===== src/rtl/serial_subtractor.sv =====
// Bit-serial subtractor: one full-subtractor cell walks a - b - bin LSB first,
// one bit per clock, with a start/busy/done handshake and registered status flags.
module serial_subtractor #(
  parameter int WIDTH = 4
) (
  input  logic             clk,
  input  logic             rst_n,
  input  logic             start,
  input  logic [WIDTH-1:0] a,
  input  logic [WIDTH-1:0] b,
  input  logic             bin,
  output logic             busy,
  output logic             done,
  output logic [WIDTH-1:0] diff,
  output logic             bout,
  output logic             zero,
  output logic             ovf
);

  localparam int CW = (WIDTH > 2) ? $clog2(WIDTH) : 1;
  localparam logic [CW-1:0] LAST_BIT = CW'(WIDTH - 1);

  localparam logic ST_IDLE  = 1'b0;
  localparam logic ST_SHIFT = 1'b1;

  logic             r_state;
  logic [CW-1:0]    r_cnt;
  logic [WIDTH-1:0] r_aSr;
  logic [WIDTH-1:0] r_bSr;
  logic [WIDTH-1:0] r_res;
  logic             r_br;
  logic             r_aMsb;
  logic             r_bMsb;
  logic             r_done;
  logic [WIDTH-1:0] r_diff;
  logic             r_bout;
  logic             r_zero;
  logic             r_ovf;

  logic             w_d;
  logic             w_brNext;
  logic             w_last;
  logic             w_accept;
  logic [WIDTH-1:0] w_resNext;

  // Full-subtractor cell on the current LSBs plus the running borrow.
  assign w_d       = r_aSr[0] ^ r_bSr[0] ^ r_br;
  assign w_brNext  = (~r_aSr[0] & r_bSr[0]) | (~(r_aSr[0] ^ r_bSr[0]) & r_br);
  assign w_resNext = {w_d, r_res[WIDTH-1:1]};
  assign w_last    = (r_state == ST_SHIFT) && (r_cnt == LAST_BIT);
  assign w_accept  = (r_state == ST_IDLE) && start;

  always_ff @(posedge clk or negedge rst_n) begin
    if (!rst_n) begin
      r_state <= ST_IDLE;
      r_done  <= 1'b0;
    end else begin
      r_done <= 1'b0;
      case (r_state)
        ST_IDLE: begin
          if (start) r_state <= ST_SHIFT;
        end
        ST_SHIFT: begin
          if (w_last) begin
            r_state <= ST_IDLE;
            r_done  <= 1'b1;
          end
        end
        default: r_state <= ST_IDLE;
      endcase
    end
  end

  always_ff @(posedge clk or negedge rst_n) begin
    if (!rst_n) begin
      r_cnt  <= '0;
      r_aSr  <= '0;
      r_bSr  <= '0;
      r_res  <= '0;
      r_br   <= 1'b0;
      r_aMsb <= 1'b0;
      r_bMsb <= 1'b0;
    end else if (w_accept) begin
      r_cnt  <= '0;
      r_aSr  <= a;
      r_bSr  <= b;
      r_res  <= '0;
      r_br   <= bin;
      r_aMsb <= a[WIDTH-1];
      r_bMsb <= b[WIDTH-1];
    end else if (r_state == ST_SHIFT) begin
      r_cnt <= r_cnt + CW'(1);
      r_aSr <= r_aSr >> 1;
      r_bSr <= r_bSr >> 1;
      r_res <= w_resNext;
      r_br  <= w_brNext;
    end
  end

  // Results only move on the completion edge so they stay stable while the next op runs.
  always_ff @(posedge clk or negedge rst_n) begin
    if (!rst_n) begin
      r_diff <= '0;
      r_bout <= 1'b0;
      r_zero <= 1'b0;
      r_ovf  <= 1'b0;
    end else if (w_last) begin
      r_diff <= w_resNext;
      r_bout <= w_brNext;
      r_zero <= (w_resNext == '0);
      r_ovf  <= (r_aMsb ^ r_bMsb) & (w_d ^ r_aMsb);
    end
  end

  assign busy = (r_state == ST_SHIFT);
  assign done = r_done;
  assign diff = r_diff;
  assign bout = r_bout;
  assign zero = r_zero;
  assign ovf  = r_ovf;

endmodule


===== config.mk =====
export PLATFORM = sky130hd
export DESIGN_NAME = serial_subtractor
export DESIGN_NICKNAME = d
export VERILOG_FILES = /design/src/rtl/serial_subtractor.sv
export SDC_FILE = /design/constraint.sdc
export NUM_CORES = 1
export LEC_CHECK = 0
export BUFFER_PORTS_ARGS = -buffer_cell sky130_fd_sc_hd__clkbuf_2
export CAP_MARGIN = 40
export CORE_MARGIN = 5
export CORE_UTILIZATION = 36
export CTS_CLUSTER_DIAMETER = 80
export CTS_CLUSTER_SIZE = 10
export DETAILED_ROUTE_END_ITERATION = 8
export PLACE_DENSITY_LB_ADDON = 0.15
export SYNTH_ARGS = -nofsm -noshare
export SYNTH_HDL_FRONTEND = slang
export SYNTH_SLANG_ARGS = --single-unit

===== constraint.sdc =====
create_clock -name clk -period 2.2 [get_ports clk]
set_input_delay 0.22 -clock clk [delete_from_list [all_inputs] [get_ports clk]]
set_output_delay 0.22 -clock clk [all_outputs]
set_load 0.01 [all_outputs]

==> impl_metrics.csv, run 1 <==
group,metric,value,unit
critical_path,r2r_slack,590,ps
timing,finalCritPeriodShare,0.7875,
yosys,synth.avg_cell_area,13.16,um2
place,place_ws,597.1,ps
timing,timing.final.crit_period,1732,ps
grt,grtUsageMet2,0.1685,
layout,final_common_cell,"dfrtp_1",
critical_path,cp_max_fo,15,
power,p_comb_frac,0.395,
timing,relSlewSlack,0.5820,
yosys,async_flop_share,1.000,
layout,antenna_cells,0,
layout,final_cell_mix,"dfrtp_1 (25), clkbuf_2 (20), mux2i_1 (12)",
power,peakVddDrop,0.3836,mV
timing,grt_setup_unrepaired,"false",
clock_network,cts_setup_buffers,0,
timing,tns,0,ps
critical_path,path_depth,2,
yosys,synth_cell_type_count,25,
detailed_routing,wirelength,1899,um
floorplanning,start_util,0.3750,
detailed_routing,final_antenna_net_count,0,
yosys,yosys_register_bits,25,
critical_path,reg2reg_depth,4,
timing,slew_viol_final,0,
layout,synthToLayoutAreaGrowth,14.43,%
yosys,ys_seq_area_frac,0.5464,
power,power_frac_seq,0.485,
clock_network,clock_sinks,25,
timing,fin_hold_ws,150.0,ps
grt,use_met3,0.02041,
critical_path,reg2reg_to,"ovf$_DFFE_PN0P_",
layout,multi_input_area,459.2,um2
critical_path,cp-end-kind,"primary output",
layout,drive_gt1_frac,0.3303,
grt,grt_pass1_wl,3277,um
yosys,syn-num-nets,102,
critical_path,crit_path_top_delay_cell,"dfrtp_1",
clock_network,insertion_delay,310,ps
power,p_int,1.083,mW
power,p_sw_frac,0.3622,
layout,fillCellCount,325,
critical_path,worstSetupEndpoint,"busy",
critical_path,cp_num_buf_inv,2,
detailed_routing,avgViaCountPerCell,4.536,
timing,worstMarginPinSlew,627.0,ps
hold_path,hp-class,"primary input to flip-flop",
yosys,syn_inst,87,
critical_path,cp_cell_sequence,"buf_4 > clkbuf_2",
power,p_leak,0.6640,nW
yosys,synth_edf_count,0,
grt,busiest_layer,"met2",
place,gp_congestion,0.6652,
critical_path,start_kind,"flip-flop",
grt,grt_pass1_vias,745,
timing,finalHoldViolations,0,
floorplanning,ios,21,
grt,grtUsageMet1,0.1142,
yosys,syn_area,1145,um2
clock_network,post_cts_resized,0,
detailed_routing,drt_first_pass_iters,3,
critical_path,cp_slowest_stage_delay,720,ps
layout,fin_util,0.4291,
floorplanning,die_y,66.39,um
timing,setup_violations,0,
power,power_density,1296,nW/um2
run,max_cap_violations,0,
clock_network,cts_tree,"built",
clock_network,cts_buffers,3,
clock_network,cts-htree-levels,1,
power,power,1.698,mW
floorplanning,die_area,4408,um2
critical_path,worst_ep_arrival_time,1510,ps
clock_network,cts_root_buf,"clkbuf_4",
detailed_routing,initialDrtViolationCount,27,
floorplanning,rows,20,
layout,regArea,625.6,um2
place,dp.final_hpwl,1374,um
floorplanning,die_w,66.39,um
clock_network,cts_max_path_buffers,2,
critical_path,r2r_start,"r_aSr[0]$_DFFE_PN0P_",
detailed_routing,drc,0,
yosys,yosysWarningCount,0,
grt,grt_overflow,0,
status,status,"finished clean",
timing,final.setup.worst_slack,467.6,ps
yosys,ys.flop_type,"dfrtp_1",
timing,finalClockSkew,3.864,ps
place,place.port_buffers,20,
clock_network,clkTransAtPathRegs,140,ps
detailed_routing,wl_per_cell,12.41,um
critical_path,crit_family,"flip-flops",
grt,antenna_found_initial,0,
clock_network,cts_hold_buf,1,
grt,track_usage,0.09761,
critical_path,crit_type,"flip-flop to primary output",
layout,layout.nets,125,
power,clockPowerShare,0.120,
power,p_sw,0.6151,mW
floorplanning,coreArea,3053,um2
critical_path,required,1980,ps
grt,grt_max_degree,26,
detailed_routing,vias,694,
critical_path,worstSetupStartpoint,"busy$_DFF_PN0_",
timing,max_freq,0.5772,GHz
-- per-layer routing --
layer,wire [um],vias to the layer above,part of all wire
met5,0,-,0
met4,21,0,0.011
met3,63,2,0.033
met2,909,13,0.48
met1,905,338,0.48
li1,-,341,-
-- worst min-delay path by stage --
stage | start | to | slack (ps) | depth (start not counted)
final | b[3] | r_bMsb$_DFFE_PN0P_ | 150 | 2
after global routing | b[3] | r_bMsb$_DFFE_PN0P_ | 130 | 2
after CTS | b[3] | r_bMsb$_DFFE_PN0P_ | 140 | 2
after detailed placement | rst_n | diff[3]$_DFFE_PN0P_ | 270 | 1
after global placement | rst_n | diff[3]$_DFFE_PN0P_ | 270 | 1
after floorplan | rst_n | bout$_DFFE_PN0P_ | -80 | 0
-- sequential cells by signal, indices dropped and copies added (netlist names), 2 cells and up --
signal	cells
r_cnt	2
diff	4
r_bSr	4
r_res	3
r_aSr	4
-- through the flow --
step           instance area [um2]  std cells
2_1_floorplan                 1145         87
3_3_place_gp                  1272        148
4_1_cts                       1310        153
3_5_place_dp                  1272        148
5_1_grt                       1310        153
6_report                      1310        153
-- cell families after synthesis --
kind of cell    count (synthesis)  share of synthesized area
mux                            20                     0.2000
fa+ha+maj                       3                    0.04590
buf+inv                        10                    0.05246
simple gates                   17                    0.09290
flops                          25                     0.5464
compound gates                 12                    0.06230
-- Yosys cell counts (all sizes together), types with 2 or more instances --
cell | count | area [um2]
dfrtp | 25 | 625.6
mux2i | 12 | 120.1
mux2 | 8 | 108.9
nand2 | 8 | 46.30
o21ai | 7 | 35.03
inv | 6 | 25.03
buf | 4 | 35.03
nor2 | 3 | 11.26
a22o | 2 | 17.52
fa | 2 | 40.04
nand2b | 2 | 12.51
-- power groups by stage --
stage | registers, mW | clock network, mW | logic, mW
6_report | 0.824 | 0.203 | 0.671
3_3_place_gp | 0.834 | 0 | 0.672
3_5_place_dp | 0.840 | 0 | 0.687
2_1_floorplan | 0.807 | 0 | 0.535
4_1_cts | 0.829 | 0.217 | 0.690
5_1_grt | 0.861 | 0.237 | 0.748
-- cell type report --
cell class,count,share of cell area
Timing Repair Buffer,22,0.08978
Sequential cell,25,0.4776
Clock inverter,1,0.003820
Multi-Input combinational cell,52,0.3505
Tap cell,44,0.04202
Inverter,6,0.01910
Clock buffer,3,0.01719
Power figures use the tool's default switching activity.
==> run 2: changes to the inputs <==
--- a/config.mk
+++ b/config.mk
@@ -5,6 +5,7 @@
 export SDC_FILE = /design/constraint.sdc
 export NUM_CORES = 1
 export LEC_CHECK = 0
+export ABC_AREA = 1
 export BUFFER_PORTS_ARGS = -buffer_cell sky130_fd_sc_hd__clkbuf_2
 export CAP_MARGIN = 40
 export CORE_MARGIN = 5
==> constraint.sdc (replaced) <==
create_clock -name clk -period 1.53 [get_ports clk]
set_input_delay 0.153 -clock clk [delete_from_list [all_inputs] [get_ports clk]]
set_output_delay 0.153 -clock clk [all_outputs]
set_load 0.01 [all_outputs]
==> run 2 against run 1 <==
Effect of this change: first-iteration DRC count down 33%; power up 44%; highest routed layer unchanged; routed wire length up 8.2%; largest power group unchanged; via count up 15%; area after synthesis down 0.44%; critical path depth up 4; combinational power up 51%.
==> impl_metrics.csv, run 2 <==
group,metric,value,unit
yosys,synth_edf_count,0,
detailed_routing,drt_first_pass_iters,3,
critical_path,cpMostUsedCell,"nand2_1",
critical_path,r2r_slack,130,ps
place,gp_congestion,0.7307,
grt,antenna_found_initial,0,
floorplanning,die_y,66.27,um
yosys,synthTopCellsByArea,"dfrtp_1 (55%), nand2_1 (10%), inv_1 (4.9%), fa_1 (3.5%), o211ai_2 (3.3%)",
layout,regArea,626.9,um2
floorplanning,rows,20,
floorplanning,ios,21,
clock_network,cts_root_buf,"clkbuf_4",
yosys,synth_top_area_frac,0.5488,
floorplanning,start_util,0.3734,
layout,synthToLayoutAreaGrowth,15.26,%
power,p_leak,0.6780,nW
clock_network,insertion_delay,310,ps
grt,grt_overflow,0,
yosys,synth-xor-area-share,0,
detailed_routing,drc,0,
timing,worstMarginPinSlew,613.2,ps
yosys,synth-compound-area-share,0.1043,
hold_path,hp-class,"primary input to flip-flop",
power,peakVddDrop,0.6959,mV
yosys,ys.flop_type,"dfrtp_1",
timing,final.setup.worst_slack,130.8,ps
detailed_routing,avgViaCountPerCell,4.396,
power,power_frac_seq,0.467,
layout,final_common_cell,"nand2_1",
floorplanning,die_w,66.27,um
status,status,"finished clean",
run,max_cap_violations,0,
power,p_sw,0.9819,mW
power,p_comb_frac,0.416,
timing,grt_setup_unrepaired,"false",
yosys,yosysTopAreaCell,"dfrtp_1",
layout,multi_input_area,407.9,um2
hold_path,hold_path_end,"r_bSr[1]$_DFFE_PN0P_",
detailed_routing,wl_met2,1030,um
yosys,syn_area,1140,um2
place,place.port_buffers,20,
timing,finalHoldViolations,0,
yosys,ys_seq_area_frac,0.5488,
yosys,synth_mux_area_frac,0,
clock_network,cts_max_path_buffers,2,
grt,grt_pass1_vias,805,
clock_network,cts-htree-levels,1,
power,p_int,1.458,mW
timing,finalCritPeriodShare,0.9145,
yosys,synth.avg_cell_area,9.999,um2
critical_path,start_kind,"flip-flop",
timing,relSlewSlack,0.5912,
critical_path,crit_path_top_delay_cell,"fa_1",
timing,max_freq,0.7147,GHz
yosys,synth_top_family_by_area,"simple AND/OR/NAND/NOR gates",
place,place_ws,88.85,ps
critical_path,crit_type,"flip-flop to flip-flop",
layout,fillCellCount,341,
layout,drive_gt1_frac,0.3188,
floorplanning,die_area,4392,um2
grt,track_usage,0.1090,
hold_path,min_path_cells,3,
yosys,yosys.area_share.simple,0.2075,
clock_network,clkTransAtPathRegs,130,ps
power,power_density,1857,nW/um2
yosys,yosysMostFrequentCell,"nand2_1",
timing,slew_viol_final,0,
power,p_sw_frac,0.4025,
clock_network,clock_sinks,25,
detailed_routing,final_antenna_net_count,0,
critical_path,r2r_start,"r_br$_DFFE_PN0P_",
grt,grt_max_degree,26,
critical_path,cp-end-kind,"flip-flop",
critical_path,reg2reg_depth,6,
detailed_routing,drt-met1-wl,901,um
detailed_routing,wl_per_cell,11.29,um
layout,layout.nets,154,
yosys,yosysWarningCount,0,
timing,tns,0,ps
yosys,syn-num-nets,129,
detailed_routing,vias,800,
layout,antenna_cells,0,
timing,timing.final.crit_period,1399,ps
power,clockPowerShare,0.117,
yosys,ys_top_cells_by_count,"nand2_1 (31), dfrtp_1 (25), inv_1 (15)",
clock_network,cts_tree,"built",
critical_path,required,1750,ps
detailed_routing,wl_met3,102,um
critical_path,reg2reg_to,"ovf$_DFFE_PN0P_",
layout,final_cell_mix,"nand2_1 (31), dfrtp_1 (24), clkbuf_2 (20)",
yosys,yosys_register_bits,25,
hold_path,min-delay-start,"b[1]",
critical_path,worst_ep_arrival_time,1620,ps
critical_path,cp_cell_sequence,"fa_1 > inv_1 > nand3_1 > nand2_1 > nand2_1 > nand2_1",
yosys,synth-adder-area-share,0.04610,
critical_path,cp_max_fo,3,
yosys,async_flop_share,1.000,
detailed_routing,initialDrtViolationCount,18,
floorplanning,coreArea,3053,um2
timing,setup_violations,0,
detailed_routing,highest_layer,"met4",
critical_path,cp_slowest_stage_delay,590,ps
place,dp.final_hpwl,1557,um
grt,grt_pass1_wl,3608,um
yosys,synth_cell_type_count,19,
detailed_routing,wirelength,2054,um
yosys,syn_inst,114,
timing,finalClockSkew,5.533,ps
clock_network,cts_buffers,3,
==> run 2: worst max-delay path, delay by kind of cell (launching register included) <==
kind	cells	cell delay, ps
DFF	1	440
buffers and inverters	1	60
adders and majority gates	1	590
and+or+nand+nor	4	220
==> run 2: cell type report <==
cell class	instances	area share
Clock buffer	4	0.02000
Multi-Input combinational cell	68	0.3105
Inverter	18	0.05524
Sequential cell	25	0.4771
Timing Repair Buffer	23	0.09524
Tap cell	44	0.04190
==> run 2: cell families after synthesis <==
logic type	Yosys count
simple gates	50
flops	25
buf+inv	21
compound gates	15
fa+ha+maj	3
==> run 2: power by group through the flow <==
stage	Sequential [mW]	Combinational [mW]	Clock, mW
floorplan	1.13	0.773	0
global placement	1.14	0.992	0
detailed placement	1.16	1.02	0
CTS	1.14	1.02	0.306
global route	1.19	1.17	0.340
finish	1.14	1.01	0.286
==> run 2: metal layers <==
layer	global-route usage	vias up
met2	0.1822	15
met5	0	-
met4	0.03046	0
li1	-	407
met1	0.1333	376
met3	0.03571	2
==> run 2: how the worst max path moves through the flow <==
| stage | from | to | slack [ps] | cells after the start |
|---|---|---|---|---|
| after floorplan | r_aSr[0]$_DFFE_PN0P_ | ovf$_DFFE_PN0P_ | 190 | 7 |
| after global placement | r_aSr[0]$_DFFE_PN0P_ | ovf$_DFFE_PN0P_ | 140 | 7 |
| after detailed placement | r_aSr[0]$_DFFE_PN0P_ | ovf$_DFFE_PN0P_ | 90 | 7 |
| after CTS | busy$_DFF_PN0_ | busy | 10 | 2 |
| after global routing | r_br$_DFFE_PN0P_ | ovf$_DFFE_PN0P_ | 7 | 6 |
| final | r_br$_DFFE_PN0P_ | ovf$_DFFE_PN0P_ | 130 | 6 |
==> run 2: through the flow <==
stage	util	hold slack, ps	area [um2]	total power [mW]	instances
after floorplan	-	-142.6	1140	1.906	114
after global placement	0.4156	204.1	1269	2.132	176
after detailed placement	0.4156	203.3	1269	2.174	176
after CTS	0.4275	28.21	1305	2.472	181
after global routing	0.4303	26.27	1314	2.701	182
final	0.4303	41.97	1314	2.440	182
==> run 2: what timing repair did <==
| action | in CTS | in global routing |
|---|---|---|
| gates resized for setup | 0 | 1 |
| endpoints found under the hold margin | 25 | 0 |
| hold buffers | 1 | 0 |
| endpoints found under the setup margin | 0 | 2 |
| setup buffers | 0 | 1 |
